### config.mk
export PLATFORM = sky130hd
export DESIGN_NAME = nibble_serializer
export DESIGN_NICKNAME = d
export VERILOG_FILES = /design/src/rtl/nibble_ser_pkg.sv /design/src/rtl/nibble_fifo.sv /design/src/rtl/nibble_serializer.sv
export SDC_FILE = /design/constraint.sdc
export NUM_CORES = 1
export LEC_CHECK = 0
export CORE_ASPECT_RATIO = 0.7
export CORE_MARGIN = 2
export CORE_UTILIZATION = 55
export CTS_BUF_LIST = sky130_fd_sc_hd__clkbuf_8
export CTS_CLUSTER_DIAMETER = 50
export CTS_CLUSTER_SIZE = 30
export DETAILED_ROUTE_END_ITERATION = 16
export PLACE_DENSITY = 0.77
export SYNTH_ARGS = -nofsm -noshare
export SYNTH_HDL_FRONTEND = slang
export SYNTH_SLANG_ARGS = --single-unit
### constraint.sdc
create_clock -name clk -period 2 [get_ports clk]
set_input_delay 0.3 -clock clk [delete_from_list [all_inputs] [get_ports clk]]
set_output_delay 0.3 -clock clk [all_outputs]
set_load 0.01 [all_outputs]
### src/rtl/nibble_ser_pkg.sv
// Shared types and default sizes for the nibble serializer.
// Frame length depends on NIBBLE_SER_PARITY_EN (adds one even-parity bit).
package nibble_ser_pkg;

  localparam int unsigned DATA_W_DEF = 4;
  localparam int unsigned DEPTH_DEF  = 4;
  localparam int unsigned PTR_W_DEF  = 2;

`ifdef NIBBLE_SER_PARITY_EN
  localparam int unsigned PARITY_W = 1;
`else
  localparam int unsigned PARITY_W = 0;
`endif

  localparam int unsigned FRAME_W = DATA_W_DEF + PARITY_W;

  typedef enum logic {
    IDLE,
    SHIFT
  } state_t;

endpackage

### src/rtl/nibble_fifo.sv
// Small synchronous FIFO with occupancy count; a push while full is accepted
// only when a pop happens in the same cycle.
module nibble_fifo
  import nibble_ser_pkg::*;
#(
  parameter int unsigned DATA_W = DATA_W_DEF,
  parameter int unsigned DEPTH  = DEPTH_DEF,
  parameter int unsigned PTR_W  = PTR_W_DEF
) (
  input  logic              clk,
  input  logic              rst,
  input  logic              push,
  input  logic              pop,
  input  logic [DATA_W-1:0] wr_data,
  output logic [DATA_W-1:0] rd_data_c,
  output logic [PTR_W:0]    count,
  output logic              full_c,
  output logic              empty_c
);

  localparam logic [PTR_W:0] DEPTH_C = (PTR_W+1)'(DEPTH);

  logic [DATA_W-1:0] mem [DEPTH];
  logic [PTR_W-1:0]  wr_ptr;
  logic [PTR_W-1:0]  rd_ptr;
  logic              push_ok;
  logic              pop_ok;

  assign full_c    = (count == DEPTH_C);
  assign empty_c   = (count == '0);
  assign push_ok   = push & (~full_c | pop);
  assign pop_ok    = pop & ~empty_c;
  assign rd_data_c = mem[rd_ptr];

  always_ff @(posedge clk) begin
    if (push_ok) mem[wr_ptr] <= wr_data;
  end

  // Pointers wrap naturally at DEPTH (power of two).
  always_ff @(posedge clk or posedge rst) begin
    if (rst) begin
      wr_ptr <= '0;
      rd_ptr <= '0;
      count  <= '0;
    end else begin
      if (push_ok) wr_ptr <= wr_ptr + PTR_W'(1);
      if (pop_ok)  rd_ptr <= rd_ptr + PTR_W'(1);
      case ({push_ok, pop_ok})
        2'b10:   count <= count + (PTR_W+1)'(1);
        2'b01:   count <= count - (PTR_W+1)'(1);
        default: count <= count;
      endcase
    end
  end

endmodule

### src/rtl/nibble_serializer.sv
// Samples upstream nibbles on rising edges of in_clk, queues them, and shifts
// each out MSB first under valid/ready. NIBBLE_SER_PARITY_EN appends even parity.
module nibble_serializer
  import nibble_ser_pkg::*;
#(
  parameter int unsigned DATA_W = DATA_W_DEF,
  parameter int unsigned DEPTH  = DEPTH_DEF,
  parameter int unsigned PTR_W  = PTR_W_DEF
) (
  input  logic              clk,
  input  logic              rst,
  input  logic [DATA_W-1:0] in_data,
  input  logic              in_clk,
  output logic              ser_data,
  output logic              ser_valid,
  input  logic              ser_ready,
  output logic              ser_last,
  output logic [PTR_W:0]    fifo_count,
  output logic              overflow
);

  localparam int unsigned FW    = DATA_W + PARITY_W;
  localparam int unsigned CNT_W = $clog2(FW);

  state_t            state, state_n;
  logic [FW-1:0]     shreg, shreg_n;
  logic [CNT_W-1:0]  bit_cnt, bit_cnt_n;
  logic              in_clk_d;
  logic              strobe;
  logic              pop_c;
  logic              full_c;
  logic              empty_c;
  logic [DATA_W-1:0] head_c;
  logic [FW-1:0]     load_word;

  assign strobe = in_clk & ~in_clk_d;

`ifdef NIBBLE_SER_PARITY_EN
  assign load_word = {head_c, ^head_c};
`else
  assign load_word = head_c;
`endif

  nibble_fifo #(
    .DATA_W (DATA_W),
    .DEPTH  (DEPTH),
    .PTR_W  (PTR_W)
  ) u_fifo (
    .clk       (clk),
    .rst       (rst),
    .push      (strobe),
    .pop       (pop_c),
    .wr_data   (in_data),
    .rd_data_c (head_c),
    .count     (fifo_count),
    .full_c    (full_c),
    .empty_c   (empty_c)
  );

  // Next-state: load from FIFO when idle, shift on each accepted bit.
  always_comb begin
    state_n   = state;
    shreg_n   = shreg;
    bit_cnt_n = bit_cnt;
    pop_c     = 1'b0;
    case (state)
      IDLE: begin
        if (!empty_c) begin
          pop_c     = 1'b1;
          shreg_n   = load_word;
          bit_cnt_n = CNT_W'(FW - 1);
          state_n   = SHIFT;
        end
      end
      SHIFT: begin
        if (ser_ready) begin
          if (bit_cnt != '0) begin
            shreg_n   = {shreg[FW-2:0], 1'b0};
            bit_cnt_n = bit_cnt - CNT_W'(1);
          end else begin
            state_n = IDLE;
          end
        end
      end
      default: state_n = IDLE;
    endcase
  end

  // State, datapath and registered serial outputs derived from next state.
  always_ff @(posedge clk or posedge rst) begin
    if (rst) begin
      state     <= IDLE;
      shreg     <= '0;
      bit_cnt   <= '0;
      in_clk_d  <= 1'b0;
      ser_valid <= 1'b0;
      ser_data  <= 1'b0;
      ser_last  <= 1'b0;
      overflow  <= 1'b0;
    end else begin
      state     <= state_n;
      shreg     <= shreg_n;
      bit_cnt   <= bit_cnt_n;
      in_clk_d  <= in_clk;
      ser_valid <= (state_n == SHIFT);
      ser_data  <= (state_n == SHIFT) & shreg_n[FW-1];
      ser_last  <= (state_n == SHIFT) && (bit_cnt_n == '0);
      overflow  <= overflow | (strobe & full_c & ~pop_c);
    end
  end

endmodule

==> results.sh <==
export IMPL_synth_seq_area_share=0.6195
export IMPL_die_area_sq_um=3173
export IMPL_timing_worst_slew_pin_value_ns=0.7432
export IMPL_total_number_of_vias=855
export IMPL_critical_path_startpoint="u_fifo.count[2]"
export IMPL_rr_startpoint="u_fifo.count[2]"
export IMPL_placed_cells_incl_taps=154
export IMPL_rsz0062_at_grt="no"
export IMPL_fin_tns_setup_ns=0
export IMPL_worst_endpoint_arrival_ns=2.08
export IMPL_site_row_count=15
export IMPL_instances_no_fill=162
export IMPL_remaining_drc_errors=0
export IMPL_critical_path_class="reg -> reg"
export IMPL_timing_critical_path_max_delay_family="adder cells"
export IMPL_initial_core_util=0.5931
export IMPL_placed_cell_area_sq_um=1690
export IMPL_cp_buffers_inverters=1
export IMPL_total_power_divided_by_cell_area_nw_per_um2=1417
export IMPL_fmax_mhz=531.4
export IMPL_worst_ir_drop_on_vdd_mv=0.7625
export IMPL_drtPass1Iterations=4
export IMPL_cts_hold_buf=0
export IMPL_power_leakage_nw=0.7285
export IMPL_syn_area_sq_um=1503
export IMPL_critPathMaxStageDelay_ns=0.49
export IMPL_post_route_util=0.6993
export IMPL_critical_path_required_ns=2.20
export IMPL_synth_distinct_cells=35
export IMPL_timing_critical_path_cells="nor3_1, nor2_2, ha_1, inv_1, fa_1, xor2_1, nor2_1, xor2_1"
export IMPL_boundaryPins=15
export IMPL_antenna_found_initial=0
export IMPL_report_final_hold_viol_count=0
export IMPL_die_width_um=66.48
export IMPL_path_clk_slew_ns=0.06
export IMPL_fin_ws_ns=0.1181
export IMPL_timing_slew_headroom=0.5040
export IMPL_clock_root_buffer="sky130_fd_sc_hd__clkbuf_8"
export IMPL_critical_path_endpoint_type="flip-flop"
export IMPL_vias_in_the_first_global_route=832
export IMPL_cp_common_cell="sky130_fd_sc_hd__xor2_1"
export IMPL_fp_dieH_um=47.73
export IMPL_drv_slew=0
export IMPL_min_period_ns=1.882
export IMPL_post_route_period_util=0.9409
export IMPL_final_net_count=141
export IMPL_clkLatencyLatePin_ns=0.27
export IMPL_numPortBuffers=14
export IMPL_dp_worst_setup_slack_ns=-0.1015
export IMPL_fin_total_pwr_mw=2.510
export IMPL_routability_congestion_estimate=0.7974
export IMPL_mappedNetlistNets=120
export IMPL_route_final_wire_length_um=2446
export IMPL_hold_slack_ns=0.4625
export IMPL_synthCells=106
export IMPL_number_of_setup_violations_in_the_final_report=0
export IMPL_tritoncts_num_sinks=34
export IMPL_postRouteAntennaNets=0
export IMPL_post_cts_setup_buffer_count=0
export IMPL_vias_per_cell=5.278
export IMPL_layout_commonest_cell="sky130_fd_sc_hd__dfrtp_1"
export IMPL_tritoncts="yes"
export IMPL_grt_overflow_total=0
export IMPL_avgSynthCellArea_sq_um=14.18
export IMPL_drive_above_1_share=0.1484
export IMPL_half_perimeter_wire_length_after_placement_um=1831
export IMPL_ys_warnings_count=0
export IMPL_most_common_layout_cells="sky130_fd_sc_hd__dfrtp_1, sky130_fd_sc_hd__edfxtp_1, sky130_fd_sc_hd__clkdlybuf4s50_1"
export IMPL_synth_ff_latch_count=34
export IMPL_timing_hold_worst_class="in -> async"
export IMPL_crit_path_top_delay_cell="sky130_fd_sc_hd__dfrtp_1"
export IMPL_skew_ns=0.005079
export IMPL_run_status="complete, no violations"
export IMPL_path_max_fanout=6
export IMPL_drv_max_cap_violation_count=0
export IMPL_synthToLayoutAreaGrowth_pct=17.90
export IMPL_dr_first_iter_drc_count=36
export IMPL_pin_count_of_the_biggest_net_entering_global_routing=19
export IMPL_cts_max_level=2
export IMPL_grt_use_total=0.1791
export IMPL_startpoint_types="flip-flop"
export IMPL_post_route_cell_area_sq_um=1772
export IMPL_antennaDiodeCount=0
export IMPL_clock_tree_buffer_depth=2
export IMPL_coreArea_sq_um=2534
export IMPL_wl_per_cell_um=15.10
export IMPL_global_route_wire_length_before_repair_um=3843
export IMPL_total_cts_buffers=5
==> final timing paths <==
| path | end | slack [ns] | cells after the start |
|---|---|---|---|
| worst min register to register | overflow | 0.47 | 2 |
| max in group asynchronous | u_fifo.count[1] | 1.07 | 2 |
| worst max-delay path | u_fifo.count[2] | 0.12 | 8 |
| worst max register to register | u_fifo.count[2] | 0.12 | 8 |
| worst min-delay path | u_fifo.count[0] | 0.46 | 2 |
| min in group clk | overflow | 0.47 | 2 |
==> worst register-to-register path: cells and delay by family (launching register included) <==
family | cells | cell delay [ns]
and+or+nand+nor | 3 | 0.38
buffers and inverters | 1 | 0.06
adders and majority gates | 2 | 0.59
DFF | 1 | 0.49
xor gates and xnor gates | 2 | 0.29
==> layout make-up <==
class | count | area (sq um)
fill | 194 | 762.0
sequential | 34 | 930.9
tap | 34 | 42.54
clock inverter | 3 | 12.51
multi-input combinational | 57 | 505.5
inverter | 11 | 41.29
timing repair buffer | 18 | 170.2
clock buffer | 5 | 68.82
==> synth_stat cells <==
cell type,instances,area share
sky130_fd_sc_hd__o21ai_0,2,0.0067
sky130_fd_sc_hd__nand2b_1,1,0.0042
sky130_fd_sc_hd__o21ai_1,2,0.0067
sky130_fd_sc_hd__o22a_1,1,0.0058
sky130_fd_sc_hd__nor2_1,1,0.0025
sky130_fd_sc_hd__nand2_1,6,0.015
sky130_fd_sc_hd__mux4_2,4,0.060
sky130_fd_sc_hd__o211ai_1,1,0.0050
sky130_fd_sc_hd__and2_1,4,0.017
sky130_fd_sc_hd__a211o_1,1,0.0058
sky130_fd_sc_hd__dfrtp_1,18,0.30
sky130_fd_sc_hd__nor2_2,1,0.0042
sky130_fd_sc_hd__a21oi_1,2,0.0067
sky130_fd_sc_hd__xnor2_1,3,0.017
sky130_fd_sc_hd__fa_1,1,0.013
sky130_fd_sc_hd__ha_1,5,0.042
sky130_fd_sc_hd__nor3_1,2,0.0067
sky130_fd_sc_hd__o221ai_1,2,0.012
sky130_fd_sc_hd__inv_1,11,0.027
sky130_fd_sc_hd__nor3b_1,1,0.0050
sky130_fd_sc_hd__or3_1,1,0.0042
sky130_fd_sc_hd__o41ai_1,1,0.0058
sky130_fd_sc_hd__o211a_1,1,0.0067
sky130_fd_sc_hd__nor2b_1,1,0.0042
sky130_fd_sc_hd__a211oi_1,1,0.0050
sky130_fd_sc_hd__nand3_1,4,0.013
sky130_fd_sc_hd__o32a_1,1,0.0067
sky130_fd_sc_hd__mux2_2,1,0.0075
sky130_fd_sc_hd__clkbuf_1,1,0.0025
sky130_fd_sc_hd__buf_2,2,0.0067
sky130_fd_sc_hd__edfxtp_1,16,0.32
sky130_fd_sc_hd__a41oi_4,1,0.018
sky130_fd_sc_hd__buf_6,1,0.0075
sky130_fd_sc_hd__xor2_1,4,0.023
sky130_fd_sc_hd__mux2i_1,1,0.0067
==> routing by layer <==
metal  share of wire  global-route usage
met5               0                   0
met4           0.013             0.07347
met3           0.042             0.05647
met2            0.48              0.2900
met1            0.47              0.2321
==> state kept, by name, summed over array words and instances, names as in the netlist <==
name and count:
u_fifo.rd_ptr 2, u_fifo.mem 16, shreg 4, state 1
overflow 1, ser_last 1, u_fifo.count 3, in_clk_d 1
ser_data 1, bit_cnt 2, u_fifo.wr_ptr 2
==> cell families (layout without fill, tap and decap cells) <==
logic type | after synthesis | in the layout | synth area share
flip-flops | 34 | 34 | 0.6195
XOR/XNOR | 7 | 7 | 0.04080
AO/OA/AOI/OAI | 16 | 16 | 0.09077
AND/OR/NAND/NOR | 22 | 22 | 0.07578
adder cells (fa/ha/maj) | 6 | 6 | 0.05495
multiplexers | 6 | 6 | 0.07411
buffers and inverters | 15 | 37 | 0.04413
==> repair_timing <==
item                                   CTS  global route
setup endpoints to repair                0             1
gates resized for setup                  0             2
endpoints found under the hold margin    0             0
==> where the power goes <==
group          internal, mW  switching (mW)
combinational         0.482           0.423
clock                 0.234           0.219
sequential            0.934           0.219
Power figures use the tool's default switching activity.
